**config.mk**
```make
export PLATFORM = sky130hd
export DESIGN_NAME = alu_result_stage_flat
export DESIGN_NICKNAME = d
export VERILOG_FILES = /design/src/rtl/alu_result_if.sv /design/src/rtl/alu_result_stage.sv /design/src/flat_wrapper.sv
export SDC_FILE = /design/constraint.sdc
export NUM_CORES = 1
export LEC_CHECK = 0
export BUFFER_PORTS_ARGS = -buffer_cell sky130_fd_sc_hd__buf_4
export CAP_MARGIN = 20
export CELL_PAD_IN_SITES_DETAIL_PLACEMENT = 1
export CELL_PAD_IN_SITES_GLOBAL_PLACEMENT = 1
export CORE_UTILIZATION = 30
export DETAILED_ROUTE_END_ITERATION = 10
export PLACE_DENSITY = 0.67
export SLEW_MARGIN = 10
export SYNTH_ARGS = -nofsm -noshare
export SYNTH_HDL_FRONTEND = slang
export SYNTH_SLANG_ARGS = --single-unit
```
**constraint.sdc**
```tcl
create_clock -name clk -period 3.2 [get_ports clk]
set_clock_uncertainty 0.05 [all_clocks]
set_input_delay 0.96 -clock clk [delete_from_list [all_inputs] [get_ports clk]]
set_output_delay 0.96 -clock clk [all_outputs]
set_load 0.05 [all_outputs]
```
**src/rtl/alu_result_if.sv**
```systemverilog
// Handshake bundle between execute, the ALU result stage, and writeback.
// The master side feeds results in and consumes them; the slave side is the stage.
interface alu_result_if;
    logic        in_valid;
    logic        in_ready;
    logic [15:0] in_result;
    logic [3:0]  in_rd;
    logic [3:0]  in_op;
    logic        in_ovf;
    logic        out_valid;
    logic        out_ready;
    logic [15:0] out_result;
    logic [3:0]  out_rd;

    modport master (
        output in_valid, in_result, in_rd, in_op, in_ovf, out_ready,
        input  in_ready, out_valid, out_result, out_rd
    );

    modport slave (
        input  in_valid, in_result, in_rd, in_op, in_ovf, out_ready,
        output in_ready, out_valid, out_result, out_rd
    );
endinterface

```
**src/rtl/alu_result_stage.sv**
```systemverilog
// Two-entry result FIFO between execute and writeback.
// Also maintains the architectural {Z, V, N} flags, which are updated when an entry is pushed.
module alu_result_stage (
    input  logic             clk,
    input  logic             rst_n,
    alu_result_if.slave      bus,
    input  logic             flush,
    output logic [2:0]       flags,
    output logic [1:0]       count
);
    localparam logic [3:0] OP_ADD = 4'b0000;
    localparam logic [3:0] OP_SUB = 4'b0001;
    localparam logic [3:0] OP_XOR = 4'b0010;
    localparam logic [3:0] OP_SLL = 4'b0100;
    localparam logic [3:0] OP_SRA = 4'b0101;
    localparam logic [3:0] OP_ROR = 4'b0110;

    logic [15:0] entry_result_reg [2];
    logic [3:0]  entry_rd_reg     [2];

    logic [1:0] count_reg,  count_next;
    logic       rd_ptr_reg, rd_ptr_next;
    logic       wr_ptr_reg, wr_ptr_next;
    logic [2:0] flags_reg,  flags_next;

    logic push;
    logic pop;

    // No bypass: in_ready depends only on occupancy, so a full stage stalls even if writeback drains.
    assign bus.in_ready   = (count_reg != 2'd2);
    assign bus.out_valid  = (count_reg != 2'd0);
    assign bus.out_result = entry_result_reg[rd_ptr_reg];
    assign bus.out_rd     = entry_rd_reg[rd_ptr_reg];
    assign flags          = flags_reg;
    assign count          = count_reg;

    assign push = bus.in_valid && bus.in_ready;
    assign pop  = bus.out_valid && bus.out_ready;

    always_comb begin
        count_next  = count_reg;
        rd_ptr_next = rd_ptr_reg ^ pop;
        wr_ptr_next = wr_ptr_reg ^ push;
        flags_next  = flags_reg;

        case ({push, pop})
            2'b10:   count_next = count_reg + 2'd1;
            2'b01:   count_next = count_reg - 2'd1;
            default: count_next = count_reg;
        endcase

        if (push) begin
            case (bus.in_op)
                OP_ADD, OP_SUB: begin
                    flags_next[2] = (bus.in_result == 16'h0000);
                    flags_next[1] = bus.in_ovf;
                    flags_next[0] = bus.in_result[15];
                end
                OP_XOR, OP_SLL, OP_SRA, OP_ROR: begin
                    flags_next[2] = (bus.in_result == 16'h0000);
                end
                default: flags_next = flags_reg;
            endcase
        end

        // Flush wins over push and pop alike; flags set by older entries are kept.
        if (flush) begin
            count_next  = 2'd0;
            rd_ptr_next = 1'b0;
            wr_ptr_next = 1'b0;
            flags_next  = flags_reg;
        end
    end

    always_ff @(posedge clk or negedge rst_n) begin
        if (!rst_n) begin
            count_reg  <= 2'd0;
            rd_ptr_reg <= 1'b0;
            wr_ptr_reg <= 1'b0;
            flags_reg  <= 3'b000;
        end else begin
            count_reg  <= count_next;
            rd_ptr_reg <= rd_ptr_next;
            wr_ptr_reg <= wr_ptr_next;
            flags_reg  <= flags_next;
        end
    end

    // Data storage carries no reset; occupancy alone decides what is valid.
    always_ff @(posedge clk) begin
        if (push && !flush) begin
            entry_result_reg[wr_ptr_reg] <= bus.in_result;
            entry_rd_reg[wr_ptr_reg]     <= bus.in_rd;
        end
    end
endmodule

```
**src/flat_wrapper.sv**
```systemverilog
// flat-port wrapper written by rule: the top's interface ports become plain ports
module alu_result_stage_flat 
  (clk, rst_n, flush, flags, count, bus_in_valid, bus_in_result, bus_in_rd, bus_in_op, bus_in_ovf, bus_out_ready, bus_in_ready, bus_out_valid, bus_out_result, bus_out_rd);
  alu_result_if bus_i ();
  input  logic clk;
  input  logic rst_n;
  input  logic flush;
  output logic [2:0] flags;
  output logic [1:0] count;
  input wire logic [$bits(bus_i.in_valid)-1:0] bus_in_valid;
  input wire logic [$bits(bus_i.in_result)-1:0] bus_in_result;
  input wire logic [$bits(bus_i.in_rd)-1:0] bus_in_rd;
  input wire logic [$bits(bus_i.in_op)-1:0] bus_in_op;
  input wire logic [$bits(bus_i.in_ovf)-1:0] bus_in_ovf;
  input wire logic [$bits(bus_i.out_ready)-1:0] bus_out_ready;
  output wire logic [$bits(bus_i.in_ready)-1:0] bus_in_ready;
  output wire logic [$bits(bus_i.out_valid)-1:0] bus_out_valid;
  output wire logic [$bits(bus_i.out_result)-1:0] bus_out_result;
  output wire logic [$bits(bus_i.out_rd)-1:0] bus_out_rd;
  assign bus_i.in_valid = bus_in_valid;
  assign bus_i.in_result = bus_in_result;
  assign bus_i.in_rd = bus_in_rd;
  assign bus_i.in_op = bus_in_op;
  assign bus_i.in_ovf = bus_in_ovf;
  assign bus_i.out_ready = bus_out_ready;
  assign bus_in_ready = bus_i.in_ready;
  assign bus_out_valid = bus_i.out_valid;
  assign bus_out_result = bus_i.out_result;
  assign bus_out_rd = bus_i.out_rd;
  alu_result_stage u_core (.clk(clk), .rst_n(rst_n), .bus(bus_i), .flush(flush), .flags(flags), .count(count));
endmodule
```
Word level (Yosys, flattened, before mapping):

Memory sizes are Yosys's and may differ from the RTL's.
Index checks and enable logic that the tools add are counted.

* RAM bits: 40
* register bits after elaboration: 7
* memories: 2

* muxes and demuxes: 6
* reductions and logical operators: 12
* equality and inequality tests: 8
* add/sub/neg operators: 2
* bitwise logic cells: 3

Memory list
* u_core.entry_result_reg: depth 2, bits a word 16, read ports 1, clocked after Yosys merged registers in 0, write ports 1, RTL line alu_result_stage.sv:18 `logic [15:0] entry_result_reg [2];`
* u_core.entry_rd_reg: depth 2, bits a word 4, read ports 1, clocked after Yosys merged registers in 0, write ports 1, RTL line alu_result_stage.sv:19 `logic [3:0] entry_rd_reg [2];`

Operator list (count)
* 16-bit logical NOT: 1
* 4-bit by 3-bit equality test with 1-bit output, second input constant: 3
* 3-bit AND reduction: 2
* 6-bit OR reduction: 1
* 4-bit by 1-bit equality test with 1-bit output, second input constant: 1
* 4-bit by 2-bit equality test with 1-bit output, second input constant: 1
* 4-bit logical NOT: 1
* 1-bit two-way mux: 4
* 2-bit one-hot mux with 2 select lines: 1
* 1-bit logical AND: 3
* 3-bit nonzero test: 1
* 2-bit by 1-bit adder with 2-bit output, second input constant: 1
* 2-bit by 1-bit equality test with 1-bit output, second input constant: 1
* 2-bit equality test, second input constant: 1
* 2-bit two-way mux: 1
* 2-bit != test, second input constant: 1
* 2-bit nonzero test: 1
* 2-bit OR reduction: 1
* 2-bit by 1-bit subtractor with 2-bit output, second input constant: 1
* 1-bit XOR: 2
* 1-bit logical NOT: 1
* 1-bit NOT: 1

Logic depth before layout (Yosys ltp):

* word-level depth: 5
* mapped depth: 4

Worst setup path before layout:

Ideal clock, no wire load.

* kind: input to register
* start: in flush
* end: mem u_core.entry_rd_reg[1][0] (enable)
* library setup time: 427 ps
* cell stages on the path: 2
* buffers on the path: 1
* path slack: 45 ps
* arrival: 2678 ps
* path through: buf_1 nor3b_1

* word-level cells in the longest chain between the ends: 4

RTL lines
* start, declared: RTL line flat_wrapper.sv:7 `input logic flush;`
* 1-bit logical NOT: RTL line alu_result_stage.sv:91 `if (push && !flush) begin`
* 1-bit logical AND: RTL line alu_result_stage.sv:91
* 1-bit two-way mux: RTL line alu_result_stage.sv:91
* 1-bit two-way mux (implied by the code): RTL line alu_result_stage.sv:93 `entry_rd_reg[wr_ptr_reg] <= bus.in_rd;`
* end, declared: RTL line alu_result_stage.sv:19

Every way passes these cells.

Final worst setup path:

* start: reg u_core.rd_ptr_reg
* end: out bus_out_result[6]

* word-level cells in the longest chain between the ends: 1

RTL lines
* start, declared: RTL line alu_result_stage.sv:22 `logic rd_ptr_reg, rd_ptr_next;`
* start signal, assigned: RTL line alu_result_stage.sv:83 `rd_ptr_reg <= rd_ptr_next;`
* memory read 2 x 16 bit
* end, declared: RTL line flat_wrapper.sv:18 `output wire logic [$bits(bus_i.out_result)-1:0] bus_out_result;`

Every way passes these cells.

==> summary.txt <==
Run status
  • Status: complete, no violations

Timing
  • Final worst-path cycle share: 0.790
  • Max_slew headroom: 0.752
  • Fmax: 395 MHz
  • Final worst slack: around 0.67 ns
  • Slew Limit Fails: 0
  • Fin crit period: 2.53 ns
  • Final Hold Viols: 0
  • Setup_tns: 0 ns
  • Unrepaired setup endpoints after global routing: false
  • Setup-failing EPs final: 0
  • Worst-Margin Slew: about 0.37 ns

Setup path
  • CP max-delay cell: mux2_2
  • CP max FO: 20
  • Critical path required time: 2.19 ns
  • CP most frequent cell: buf_4
  • Max stage delay on crit path: 0.39 ns
  • WS Path Type: flip-flop to output port
  • Crit start category: flip-flop
  • Arrival @ worst endpoint: 1.52 ns
  • Worst path cell trace: buf_4 -> mux2_2 -> buf_4
  • Crit path buffers/inverters: 2
  • CP endpoint kind: output port
  • Cell family with most CP delay: buffers and inverters

Logic synthesis
  • Most common cell in the netlist: edfxtp_1
  • Seq/Total Area, Yosys: 0.739
  • Number of enable flip-flop cells after synthesis: 40
  • Main flop type after synthesis: edfxtp_1
  • Unique masters post-synth: 27
  • Largest area contributor in the netlist: edfxtp_1
  • Largest cells by area after synthesis: edfxtp_1 65%, mux2_2 12%, dfrtp_1 9.4%, nor4_1 1.3%, mux2_1 1.2%
  • Synthesized area per cell: 17.9 um^2
  • Async SR Flop Fraction: 0.149
  • Synth top cells by count: 40 x edfxtp_1, 20 x mux2_2, 7 x dfrtp_1
  • Seq cells post-synth: 47
  • Synth Instances: 104
  • Syn nets: 134
  • Yosys top cell area share: 0.645
  • Synthesized area: roughly 1900 um^2
  • Syn. warnings: 0

Route
  • Via count of the routed design: 1134
  • Highest Signal Layer: met4
  • WL met3: 245 um
  • Drt drc: 0
  • Via density: 4.67
  • Post-route ant nets: 0
  • Met2 routed WL: around 1900 um
  • WL final: between 3000 and 4000 um
  • Drt wl/cell: 15.2 um
  • DRT Pass-1 Iters: 4
  • Initial DRC count: between 40 and 50
  • WL met1: 1520 um

Power
  • Pwr Density: 534 nW/um^2
  • LEAKAGE: 0.937 nW
  • VDD IR-drop max: around 0.22 mV

Clock tree
  • H-tree depth: 2
  • CTS Hold Buffers Added: 0
  • TritonCTS clock tree: yes
  • # clock sinks: 47
  • Cts repair resizes: 0
  • Longest Clk Path Bufs: 2
  • TritonCTS buffer count: 5
  • Worst skew pair latency: 0.29 ns
  • Clock Pin Slew Worst Setup and Hold Paths: around 0.080 ns
  • Post-CTS Setup Bufs: 0
  • Root Buffer: clkbuf_8

Floorplanning
  • # rows: 28
  • Initial core utilization: 0.313
  • Num ports: 57
  • Die X-Extent: 80.8 um
  • Die ar.: 6520 um^2
  • Core area: 5960 um^2
  • Height of the die: 80.8 um

Worst hold path
  • Hold crit path type: input port to asynchronous set/reset pin

Finish
  • # fillers: approximately 610
  • FF+latch area: 1380 um^2
  • Share of cells above drive strength 1: 0.571
  • N_diodes: 0
  • Area growth, synth to finish: 33.4%
  • Fin nets: 197
  • Post-layout util: 0.417
  • Area of the multi-input gates: 469 um^2
  • Fin cells: 243
  • Max reg flops: 32

Placed design
  • Cell Count Post-Placement: roughly 240
  • I/O Buffers: 56
  • Worst slack, placed: 0.970 ns
  • DPL Wire Length: 2670 um
  • Gpl congestion: 0.665

GRT
  • Grt ovf: 0
  • Antenna violations before repair: 0
  • Pin count of the biggest net entering global routing: 21
  • Vias in the first global route: between 1000 and 1500
  • First-pass GRT wire length: 5450 um
  • Total track usage: 0.115

Run
  • Maxcap violations: 0
cells in the final DEF (no fill, tap or decap):
| cell type | n |
|---|---|
| clkinv_4 | 2 |
| a21o_1 | 1 |
| nor2b_4 | 1 |
| or3_1 | 1 |
| clkinv_1 | 1 |
| nor3b_2 | 1 |
| inv_2 | 1 |
| nand4_1 | 1 |
| nand3b_1 | 1 |
| mux2i_1 | 1 |
| xor2_1 | 1 |
| a21o_2 | 1 |
| a21oi_1 | 4 |
| o211ai_1 | 1 |
| mux2_2 | 20 |
| nor3b_1 | 1 |
| nor3_2 | 1 |
| buf_4 | 59 |
| nor2_1 | 1 |
| o21ai_0 | 2 |
| mux2_1 | 2 |
| nand2_2 | 1 |
| clkbuf_8 | 5 |
| nor3_1 | 1 |
| edfxtp_1 | 40 |
| dfrtp_1 | 7 |
| nand4b_2 | 1 |
| or2_2 | 2 |
| o41ai_1 | 2 |
| nor4_1 | 4 |
| clkinvlp_4 | 1 |
logic make-up (layout without fill, tap and decap cells):
| kind of cell | after synthesis | count (layout) | synth area share |
|---|---|---|---|
| AOI/OAI and AO/OA | 11 | 11 | 0.0383 |
| xor gates and xnor gates | 1 | 1 | 0.00471 |
| buffers and inverters | 5 | 69 | 0.0141 |
| DFF | 47 | 47 | 0.739 |
| muxes | 23 | 23 | 0.138 |
| and+or+nand+nor | 17 | 17 | 0.0652 |
path summary, 6_finish.rpt:
path | cells after the start | start | slack (ns) | endpoint
min | 1 | rst_n | 0.42 | u_core.count[0]
max in group asynchronous | 1 | rst_n | 2.56 | u_core.flags[2]
max reg2reg | 5 | u_core.count[1] | 1.54 | u_core.entry_rd_reg[1][1]
min in group clk | 1 | u_core.flags[1] | 0.45 | u_core.flags[1]
max | 3 | u_core.rd_ptr_reg | 0.67 | bus_out_result[6]
min reg2reg | 1 | u_core.flags[1] | 0.45 | u_core.flags[1]
where the power goes:
| group | switching [mW] | internal, mW |
|---|---|---|
| Sequential | 0.0122 | 0.695 |
| Combinational | 0.175 | 0.100 |
| Clock | 0.191 | 0.152 |
stage by stage:
step / area [um^2] / total power, mW / hold slack (ns)
floorplan: 1860 / 0.896 / 0.485
finish: 2480 / 1.33 / 0.417
CTS: 2480 / 1.34 / 0.410
global route: 2480 / 1.38 / 0.402
global placement: 2390 / 0.993 / 0.430
detailed placement: 2390 / 1.00 / 0.442
metal layers:
layer / global-route usage / vias to the layer above
met2: 0.201 / 43
met5: 0 / -
met1: 0.136 / 552
met3: 0.0315 / 5
li1: - / 534
met4: 0.0429 / 0
layout make-up:
| type | instances | area share |
|---|---|---|
| clock inverters | 3 | 0.00806 |
| flip-flops and latches | 47 | 0.554 |
| inverters | 2 | 0.00504 |
| clock buffers | 5 | 0.0277 |
| repair buffers | 59 | 0.178 |
| multi-input cells | 52 | 0.189 |
| well taps | 75 | 0.0378 |
No activity file was read; power rests on OpenSTA's default activity.
